### src/rtl/add_nib_seq.sv
// add_nib_seq - nibble-serial adder/subtractor.
//
// Computes q = a + (sub ? ~b : b) + ci over WIDTH bits, one 4-bit slice per
// clock, least-significant nibble first. A single 4-bit adder is reused each
// cycle and the inter-nibble carry is held in a register. This trades latency
// (N+1 cycles from start to done, N = WIDTH/4) for a small datapath.
//
// Ports:
//   sys_clk  in   system clock, rising edge
//   rst      in   asynchronous active-high reset
//   start    in   request a new operation (accepted in IDLE or DONE only)
//   sub      in   0: a + b + ci, 1: a + ~b + ci
//   a, b     in   WIDTH-bit operands, sampled on the accepting edge
//   ci       in   carry-in, sampled on the accepting edge
//   busy     out  high while nibbles are being computed
//   done     out  one-cycle pulse, results valid
//   q        out  WIDTH-bit result (partial while busy)
//   co       out  carry out of bit WIDTH-1
//   ov       out  signed overflow (carry into MSB xor carry out of MSB)
//   z        out  result is zero
module add_nib_seq #(
  parameter int WIDTH = 16
) (
  input  logic             sys_clk,
  input  logic             rst,
  input  logic             start,
  input  logic             sub,
  input  logic [WIDTH-1:0] a,
  input  logic [WIDTH-1:0] b,
  input  logic             ci,
  output logic             busy,
  output logic             done,
  output logic [WIDTH-1:0] q,
  output logic             co,
  output logic             ov,
  output logic             z
);

  localparam int N  = WIDTH / 4;
  localparam int CW = (N > 1) ? $clog2(N) : 1;
  localparam logic [CW-1:0] LAST = CW'(N - 1);

  typedef enum logic [1:0] {
    IDLE = 2'd0,
    RUN  = 2'd1,
    DONE = 2'd2
  } state_t;

  state_t          state;
  state_t          state_nxt;
  logic [CW-1:0]   cnt;
  logic            accept;
  logic            last;

  // Operand registers; b is stored already conditionally inverted.
  logic [WIDTH-1:0] a_r;
  logic [WIDTH-1:0] b_r;
  logic             carry_r;

  logic [3:0]       a_nib;
  logic [3:0]       b_nib;
  logic [5:0]       nib_res;
  logic [WIDTH-1:0] q_upd;

  // Returns {carry into bit 3, carry out of bit 3, 4-bit sum}. The carry into
  // bit 3 is only needed on the top nibble to form signed overflow.
  function automatic logic [5:0] nib_add(input logic [3:0] x,
                                         input logic [3:0] y,
                                         input logic       cin);
    logic [4:0] s;
    logic [3:0] lo;
    s  = {1'b0, x} + {1'b0, y} + {4'b0000, cin};
    lo = {1'b0, x[2:0]} + {1'b0, y[2:0]} + {3'b000, cin};
    return {lo[3], s};
  endfunction

  assign accept = start && ((state == IDLE) || (state == DONE));
  assign last   = (cnt == LAST);

  always_comb begin
    a_nib   = a_r[{cnt, 2'b00} +: 4];
    b_nib   = b_r[{cnt, 2'b00} +: 4];
    nib_res = nib_add(a_nib, b_nib, carry_r);
    q_upd   = q;
    q_upd[{cnt, 2'b00} +: 4] = nib_res[3:0];
  end

  always_comb begin
    state_nxt = state;
    busy      = 1'b0;
    done      = 1'b0;
    case (state)
      IDLE: begin
        if (start) state_nxt = RUN;
      end
      RUN: begin
        busy = 1'b1;
        if (last) state_nxt = DONE;
      end
      DONE: begin
        done      = 1'b1;
        state_nxt = start ? RUN : IDLE;
      end
      default: state_nxt = IDLE;
    endcase
  end

  // Control and visible result state.
  always_ff @(posedge sys_clk or posedge rst) begin
    if (rst) begin
      state <= IDLE;
      cnt   <= '0;
      q     <= '0;
      co    <= 1'b0;
      ov    <= 1'b0;
      z     <= 1'b0;
    end else begin
      state <= state_nxt;
      if (accept) begin
        cnt <= '0;
      end else if (state == RUN) begin
        q <= q_upd;
        // The counter wraps to 0 after the top nibble so it never indexes
        // past the operand registers.
        cnt <= last ? '0 : cnt + 1'b1;
        if (last) begin
          co <= nib_res[4];
          ov <= nib_res[5] ^ nib_res[4];
          z  <= (q_upd == '0);
        end
      end
    end
  end

  // Operand and carry registers carry no reset: they are always loaded on the
  // accepting edge before being used.
  always_ff @(posedge sys_clk) begin
    if (accept) begin
      a_r     <= a;
      b_r     <= sub ? ~b : b;
      carry_r <= ci;
    end else if (state == RUN) begin
      carry_r <= nib_res[4];
    end
  end

endmodule

### config.mk
export PLATFORM = sky130hd
export DESIGN_NAME = add_nib_seq
export DESIGN_NICKNAME = d
export VERILOG_FILES = /design/src/rtl/add_nib_seq.sv
export SDC_FILE = /design/constraint.sdc
export NUM_CORES = 1
export LEC_CHECK = 0
export CAP_MARGIN = 10
export CORE_MARGIN = 2
export CORE_UTILIZATION = 49
export DETAILED_ROUTE_END_ITERATION = 6
export HOLD_SLACK_MARGIN = 0.02
export PLACE_DENSITY = 0.75
export SLEW_MARGIN = 20
export SYNTH_ARGS = -nofsm -noshare
export SYNTH_HDL_FRONTEND = slang
export SYNTH_SLANG_ARGS = --single-unit
### constraint.sdc
create_clock -name sys_clk -period 6.1 [get_ports sys_clk]
set_clock_uncertainty 0.15 [all_clocks]
set_input_delay 0.915 -clock sys_clk [delete_from_list [all_inputs] [get_ports sys_clk]]
set_output_delay 0.915 -clock sys_clk [all_outputs]
set_load 0.005 [all_outputs]
# Word level (Yosys, flattened, before mapping)
# Cells that the tools add are included.
# totals
regBits,56
latch_bits,0
mem_bits_rw,0
romBits,0
inputBits,37
out_inout_bits,21
wordCells,48
n_memories,0
# op_classes
add_sub_neg,6
n_mul,0
div_mod_pow,0
order_cmp,0
eq_ne,5
n_shift,4
mux,13
n_bitwise,3
n_reduce_logical,8
# ops
cell,n
$shiftx 16x5->4,2
$bwmux 16,1
$logic_not 16->1,1
$mux 16,1
$not 16->16,1
$shift 4x6->16 const A,1
$shiftx 4x6->16,1
$mux 2,5
$neg 4->6,1
$pmux 2 s3,1
$add 4x4->5,1
$add 5x1->5,1
$mux 1,5
$add 3x3->4,1
$add 4x1->4,1
$eq 2x2->1 const B,2
$ne 2x2->1 const B,2
$reduce_and 2->1,2
$reduce_and 3->1,1
$add 2x1->2 const B,1
$eq 2x1->1 const B,1
$logic_not 2->1,1
$reduce_bool 2->1,1
$logic_and 1x1->1,1
other kinds (3),3

# Depth between registers and ports, before layout
# Gate-level depths: netlist of run 1.
# depth
word_depth,6
ltp_mapped,11
ltp_nobuf,9

# Least setup slack after synthesis of run 1
# OpenSTA, ideal clock, no wires.
# synth_path
path_kind,reg-to-reg
from,reg cnt[0]
to,reg z
setup_time_ns,0.076
t_arrival_ns,2.878
required_ns,5.874
setup_slack_ns,2.996
stages_incl_launch_ff,12
path_buffers,2
synth_period_minus_slack_ns,3.104
cell_sequence,dfrtp_1 buf_2 buf_2 mux4_2 fa_1 inv_1 fa_1 xor2_2 a21oi_2 a211oi_2 o2111ai_1 o21ai_1
# synth_between
elab_chain_len,6
elab_cells_between_ends,11
classes_between,add/sub: 3; eq/ne: 1; shift: 4; mux: 1; reduce/logical: 2
# synth_rtl
element,line,text
from (decl),51,logic [CW-1:0] cnt;
from (signal assigned),125,cnt <= last ? '0 : cnt + 1'b1;
"$shiftx 16x5->4, on equally long branches","81, 82",
$add 4x4->5,72,"s = {1'b0, x} + {1'b0, y} + {4'b0000, cin};"
$add 5x1->5,72,
$shiftx 4x6->16,85,"q_upd[{cnt, 2'b00} +: 4] = nib_res[3:0];"
$bwmux 16,85,
$logic_not 16->1,129,z <= (q_upd == '0);
to (signal assigned),129,
to (decl),36,output logic z
# Several ways; a longest one is shown, not always the timed one.
# A chain may end at the register's enable or synchronous reset.

# Final worst setup path of run 1
# Same ends and word-level chain as after synthesis.

==> impl_metrics.ini, run 1 <==
[critical_path]
cp_num_buf_inv = 1
max_stage_delay_ns = 0.94
end_kind = flop
worstSetupStartpointType = flop
worstPathRequired_ns = 6.19
worstPathCellList = mux4_2 -> fa_1 -> inv_1 -> fa_1 -> xor2_2 -> a21oi_2 -> a211oi_2 -> o2111ai_1 -> o21ai_1
crit_top_cell = fa_1
cp_num_cells = 9
arrival_ns = 3.53
crit_slowest_cell = dfrtp_1
cp_top_family = flip-flops
r2r_cells = 9
cp_max_fo = 22
worstSetupPathType = reg2reg

[floorplan]
die_area_mm2 = 0.00607
row_count = 26
fp.dieW_um = 77.9
initial_core_util = 0.515
io_pins = 58
coreArea_mm2 = 0.00520
fp.dieH_um = 77.9

[pwr]
power_density_mw_per_mm2 = 490
p_comb_frac = 0.511
seqPwrFrac = 0.365
power.internal_w = 0.000981
power.leakage_nw = 1.32
sw_frac_of_total = 0.410
clkPwrFrac = 0.124
switchingPower_w = 0.000683
max-vdd-ir-drop_mv = 0.239

[yosys]
ys_seq_elements = 56
synthCells = 207
yosysUniqueCellTypes = 33
synth_top_area_share = 0.370
ys_warn_count = 0
synth_area_mm2 = 0.00268
syn_avg_cell_area_um2 = 12.9
synth_nets = 255
ys_seq_area_frac = 0.585
synth_top_area_cell = edfxtp_1
synth_top_cells_by_area = edfxtp_1, dfrtp_1, mux4_2

[clock_network]
cts.path.max_buffers = 2
post_cts_resized = 0
clock_latency_ns = 0.32
h-tree-depth = 2
cts-root-buf = clkbuf_8
clk_pin_slew_ns = 0.10
cts_setup_buffers = 0
cts_tree = built
ctsHoldBuffers = 0
clkSinkCount = 56
cts_buffers = 5

[layout]
final_core_util = 0.653
multi_input_area_mm2 = 0.00104
diodes = 0
area_delta_synth_final_pct = 26.8
layout.area.seq_mm2 = 0.00157
fillers = 407
finalNetCount = 312
drive_above_1_share = 0.0830

[route]
via_per_inst = 5.20
drt_wl_total_um = 4720
drt_iter0_markers = 128
vias = 1742
drtPass1Iterations = 6
drc = 0
avgRoutedWirePerCell_um = 14.1
ant_nets = 0

[sta]
setup_slack_ns = 2.66
rsz0062_at_grt = false
fin_crit_sh = 0.564
period_needed_ns = 3.44
clock.fmax_mhz = 291
max-slew-margin-rel = 0.403
slew_violations = 0
tightest_slew_ns = 0.896
finalHoldViolCount = 0
setup-tns-final_ns = 0
finalSetupViolCount = 0

[global_routing]
grt.busiest_layer = met2
grtUsageMet1 = 0.201
track_usage = 0.163
grt_pass1_wl_um = 7710
grtUsageMet3 = 0.0384
overflow = 0
use_met2 = 0.278
grt_max_degree = 34
antenna_found_initial = 0
first_global_vias = 1702

[placed_design]
dp_slack_ns = 2.66
gp_congestion = 0.822
hpwl_um = 3460
io_buffers = 57

[worst_hold_path]
whs_path_depth = 2
hp-class = reg2reg

[flow_run]
cap_violations = 0

[status]
outcome = finished, final reports clean
## through the flow
step	cells	instance area, um2	hold slack (ns)	power [W]
floorplan	207	2680	0.323	0.00117
global placement	327	3310	0.329	0.00145
detailed placement	327	3310	0.337	0.00147
CTS	335	3400	0.360	0.00167
global route	335	3400	0.395	0.00179
finish	335	3400	0.366	0.00166
## cells in the mapped netlist
cell / instances
nor4_1: 1
nor2b_1: 1
nor2_1: 7
a211oi_1: 1
a21o_2: 1
xor2_2: 1
nor4bb_1: 1
nor3_1: 3
xnor2_1: 1
inv_1: 11
a21o_1: 1
xor2_1: 17
clkinv_1: 1
a21oi_2: 2
dfrtp_1: 23
nand3b_1: 5
or4_1: 1
or3b_1: 2
clkbuf_1: 3
buf_2: 4
o21ai_1: 3
edfxtp_1: 33
mux4_2: 8
o31ai_1: 10
ha_1: 9
o2111ai_1: 2
mux2i_1: 3
a21oi_1: 7
nand2b_1: 2
a211oi_2: 1
fa_1: 2
nand2_1: 29
o21ai_0: 11
## power by group through the flow
stage	clock [W]	sequential (W)	combinational (W)
final	0.000206	0.000608	0.000849
after global placement	0	0.000616	0.000832
after global routing	0.000224	0.000625	0.000941
after detailed placement	0	0.000621	0.000847
after CTS	0.000210	0.000612	0.000852
after floorplan	0	0.000578	0.000591
## flip-flops by register name, indices dropped and copies added, names as in the netlist
register / flops
a_r: 16
state: 2
b_r: 16
co: 1
z: 1
q: 16
ov: 1
carry_r: 1
cnt: 2
## logic make-up after synthesis
logic type,Yosys count,synth area share
compound gates,39,0.0939
buf+inv,19,0.0285
fa+ha+maj,11,0.0570
xor+xnor,19,0.0649
simple gates,52,0.0925
flops,56,0.585
mux,11,0.0785
## final cells by class
type,count,area share
Sequential cell,56,0.461
Clock buffer,5,0.0203
Inverter,12,0.0133
Multi-Input combinational cell,132,0.305
Timing Repair Buffer,57,0.168
Clock inverter,3,0.00663
Tap cell,70,0.0258
## per-layer routing
metal  vias to the layer above  share of wire
li1                        855              -
met1                       821           0.44
met2                        58           0.50
met3                         8          0.046
met4                         0          0.016
met5                         -              0
## path summary, 6_finish.rpt
| path | start | to | slack (ns) |
|---|---|---|---|
| worst max register to register | cnt[0] | z | 2.66 |
| worst min register to register | q[4] | q[4] | 0.37 |
| worst min-delay path | q[4] | q[4] | 0.37 |
| worst max-delay path | cnt[0] | z | 2.66 |
| max in group asynchronous | rst | q[3] | 4.32 |
| min in group asynchronous | rst | cnt[1] | 0.93 |
## cells in the final DEF (no fill, tap or decap), types with 3 or more instances in the layout
master            n
a21oi_1           7
dfrtp_1          23
clkdlybuf4s50_1  57
nor3_1            3
xor2_1           17
o31ai_1          10
ha_1              9
inv_1            10
mux2i_1           3
o21ai_0          11
mux4_2            8
nor2_1            7
edfxtp_1         33
o21ai_1           3
clkbuf_8          5
nand3b_1          5
nand2_1          29
## worst reg2reg max path, cell delays in order (launching register included)
cell and delay [ns]:
dfrtp_1 0.94, mux4_2 0.62, fa_1 0.42, inv_1 0.08
fa_1 0.23, xor2_2 0.34, a21oi_2 0.10, a211oi_2 0.21
o2111ai_1 0.13, o21ai_1 0.14
Note: power is estimated with default switching activity, not from simulation.
==> inputs of run 2 (changes only) <==
==> constraint.sdc (replaced) <==
create_clock -name sys_clk -period 3.3 [get_ports sys_clk]
set_clock_uncertainty 0.15 [all_clocks]
set_input_delay 0.495 -clock sys_clk [delete_from_list [all_inputs] [get_ports sys_clk]]
set_output_delay 0.495 -clock sys_clk [all_outputs]
set_load 0.005 [all_outputs]
==> impl_metrics.ini, run 2 (synthesis gave the netlist of run 1 again) <==
[status]
outcome = finished, final reports clean

[pwr]
power_density_mw_per_mm2 = 909
max-vdd-ir-drop_mv = 0.465
switchingPower_w = 0.00128
power.internal_w = 0.00184
sw_frac_of_total = 0.410
power.leakage_nw = 1.34
p_comb_frac = 0.530
clkPwrFrac = 0.124
seqPwrFrac = 0.346

[route]
ant_nets = 0
drc = 0
drt_iter0_markers = 92
drtPass1Iterations = 4
vias = 1777
via_per_inst = 5.24
avgRoutedWirePerCell_um = 14.4
drt_wl_total_um = 4900

[clock_network]
ctsHoldBuffers = 0
h-tree-depth = 2
clkSinkCount = 56
clk_pin_slew_ns = 0.10
cts_tree = built
cts_setup_buffers = 0
cts_buffers = 5
cts-root-buf = clkbuf_8
clock_latency_ns = 0.31
post_cts_resized = 0
cts.path.max_buffers = 2

[critical_path]
cp_max_fo = 7
endpoint = z
r2r_cells = 9
worstSetupPathType = reg2reg
worstPathRequired_ns = 3.39
arrival_ns = 3.03
worstSetupStartpointType = flop
r2r_setup_slack_ns = 0.36
timing.rr.start = cnt[0]
end_kind = flop
r2r-end = z
crit_start = cnt[0]

[sta]
clock.fmax_mhz = 341
setup-tns-final_ns = 0
period_needed_ns = 2.94
max-slew-margin-rel = 0.419
finalHoldViolCount = 0
setup_slack_ns = 0.363
hold_slack_ns = 0.345
rsz0062_at_grt = false
tightest_slew_ns = 0.871
finalSetupViolCount = 0
slew_violations = 0
fin_crit_sh = 0.890

[floorplan]
coreArea_mm2 = 0.00520
fp.dieH_um = 77.9
initial_core_util = 0.515
row_count = 26
die_area_mm2 = 0.00607
fp.dieW_um = 77.9
io_pins = 58

[layout]
fillers = 425
layout.area.seq_mm2 = 0.00157
layout_commonest_cell = clkdlybuf4s50_1
finalNetCount = 316
area_delta_synth_final_pct = 27.9
diodes = 0
multi_input_area_mm2 = 0.00104
layout_common_cells = clkdlybuf4s50_1, edfxtp_1, nand2_1, dfrtp_1, xor2_1
drive_above_1_share = 0.0929
reg_top3 = a_r: 16 flops, b_r: 16 flops, q: 16 flops

[global_routing]
first_global_vias = 1728
antenna_found_initial = 0
track_usage = 0.171
overflow = 0
grt_max_degree = 34
grt_pass1_wl_um = 8060

[placed_design]
hpwl_um = 3670
gp_congestion = 0.814
dp_slack_ns = 0.383
io_buffers = 57

[flow_run]
cap_violations = 0

[worst_hold_path]
hp-class = reg2reg
## run 2: power groups by stage
stage | Clock, W | Sequential, W | Combinational (W)
after CTS | 0.000391 | 0.00108 | 0.00166
after global routing | 0.000425 | 0.00111 | 0.00184
after detailed placement | 0 | 0.00110 | 0.00165
after floorplan | 0 | 0.00107 | 0.00109
after global placement | 0 | 0.00109 | 0.00162
final | 0.000385 | 0.00108 | 0.00165
## run 2: routing by layer
layer	global-route usage	up-vias	wire, um
met5	0	-	0
met4	0.0509	0	74
met3	0.0407	7	246
met2	0.305	62	2570
met1	0.204	836	2010
li1	-	872	-
## run 2: worst min path at each step
stage          start  end  cells past startpoint
3_5_place_dp      co   co                      2
5_1_grt           co   co                      2
3_3_place_gp      co   co                      2
2_1_floorplan     co   co                      2
6_report          co   co                      2
4_1_cts           co   co                      2
## run 2: cell type report
class | count | share of cell area
multi-input cells | 132 | 0.302
clock buffers | 5 | 0.0201
flip-flops and latches | 56 | 0.457
well taps | 70 | 0.0256
inverters | 12 | 0.0131
repair buffers | 61 | 0.175
clock inverters | 3 | 0.00657
## run 2: per-stage QoR
stage | std cells | util | total power (W) | cell area [um2]
2_1_floorplan | 207 | - | 0.00216 | 2680
3_3_place_gp | 331 | 0.641 | 0.00271 | 3340
3_5_place_dp | 331 | 0.641 | 0.00275 | 3340
4_1_cts | 339 | 0.658 | 0.00313 | 3430
5_1_grt | 339 | 0.658 | 0.00337 | 3430
6_report | 339 | 0.658 | 0.00312 | 3430
## run 2: critical path, cell delays in order (launching register included)
cell	delay (ns)
dfrtp_1	0.45
mux4_2	0.55
fa_1	0.42
inv_1	0.08
fa_1	0.23
xor2_2	0.38
a21oi_2	0.11
a211oi_2	0.21
o2111ai_1	0.13
o21ai_1	0.15
==> inputs of run 3 (changes only) <==
--- a/config.mk
+++ b/config.mk
@@ -5,7 +5,7 @@
 export SDC_FILE = /design/constraint.sdc
 export NUM_CORES = 1
 export LEC_CHECK = 0
-export CAP_MARGIN = 10
+export CAP_MARGIN = 5
 export CORE_MARGIN = 2
 export CORE_UTILIZATION = 49
 export DETAILED_ROUTE_END_ITERATION = 6
==> results of run 3 <==
No change in the layout: final DEF, timing and power equal those of run 2.
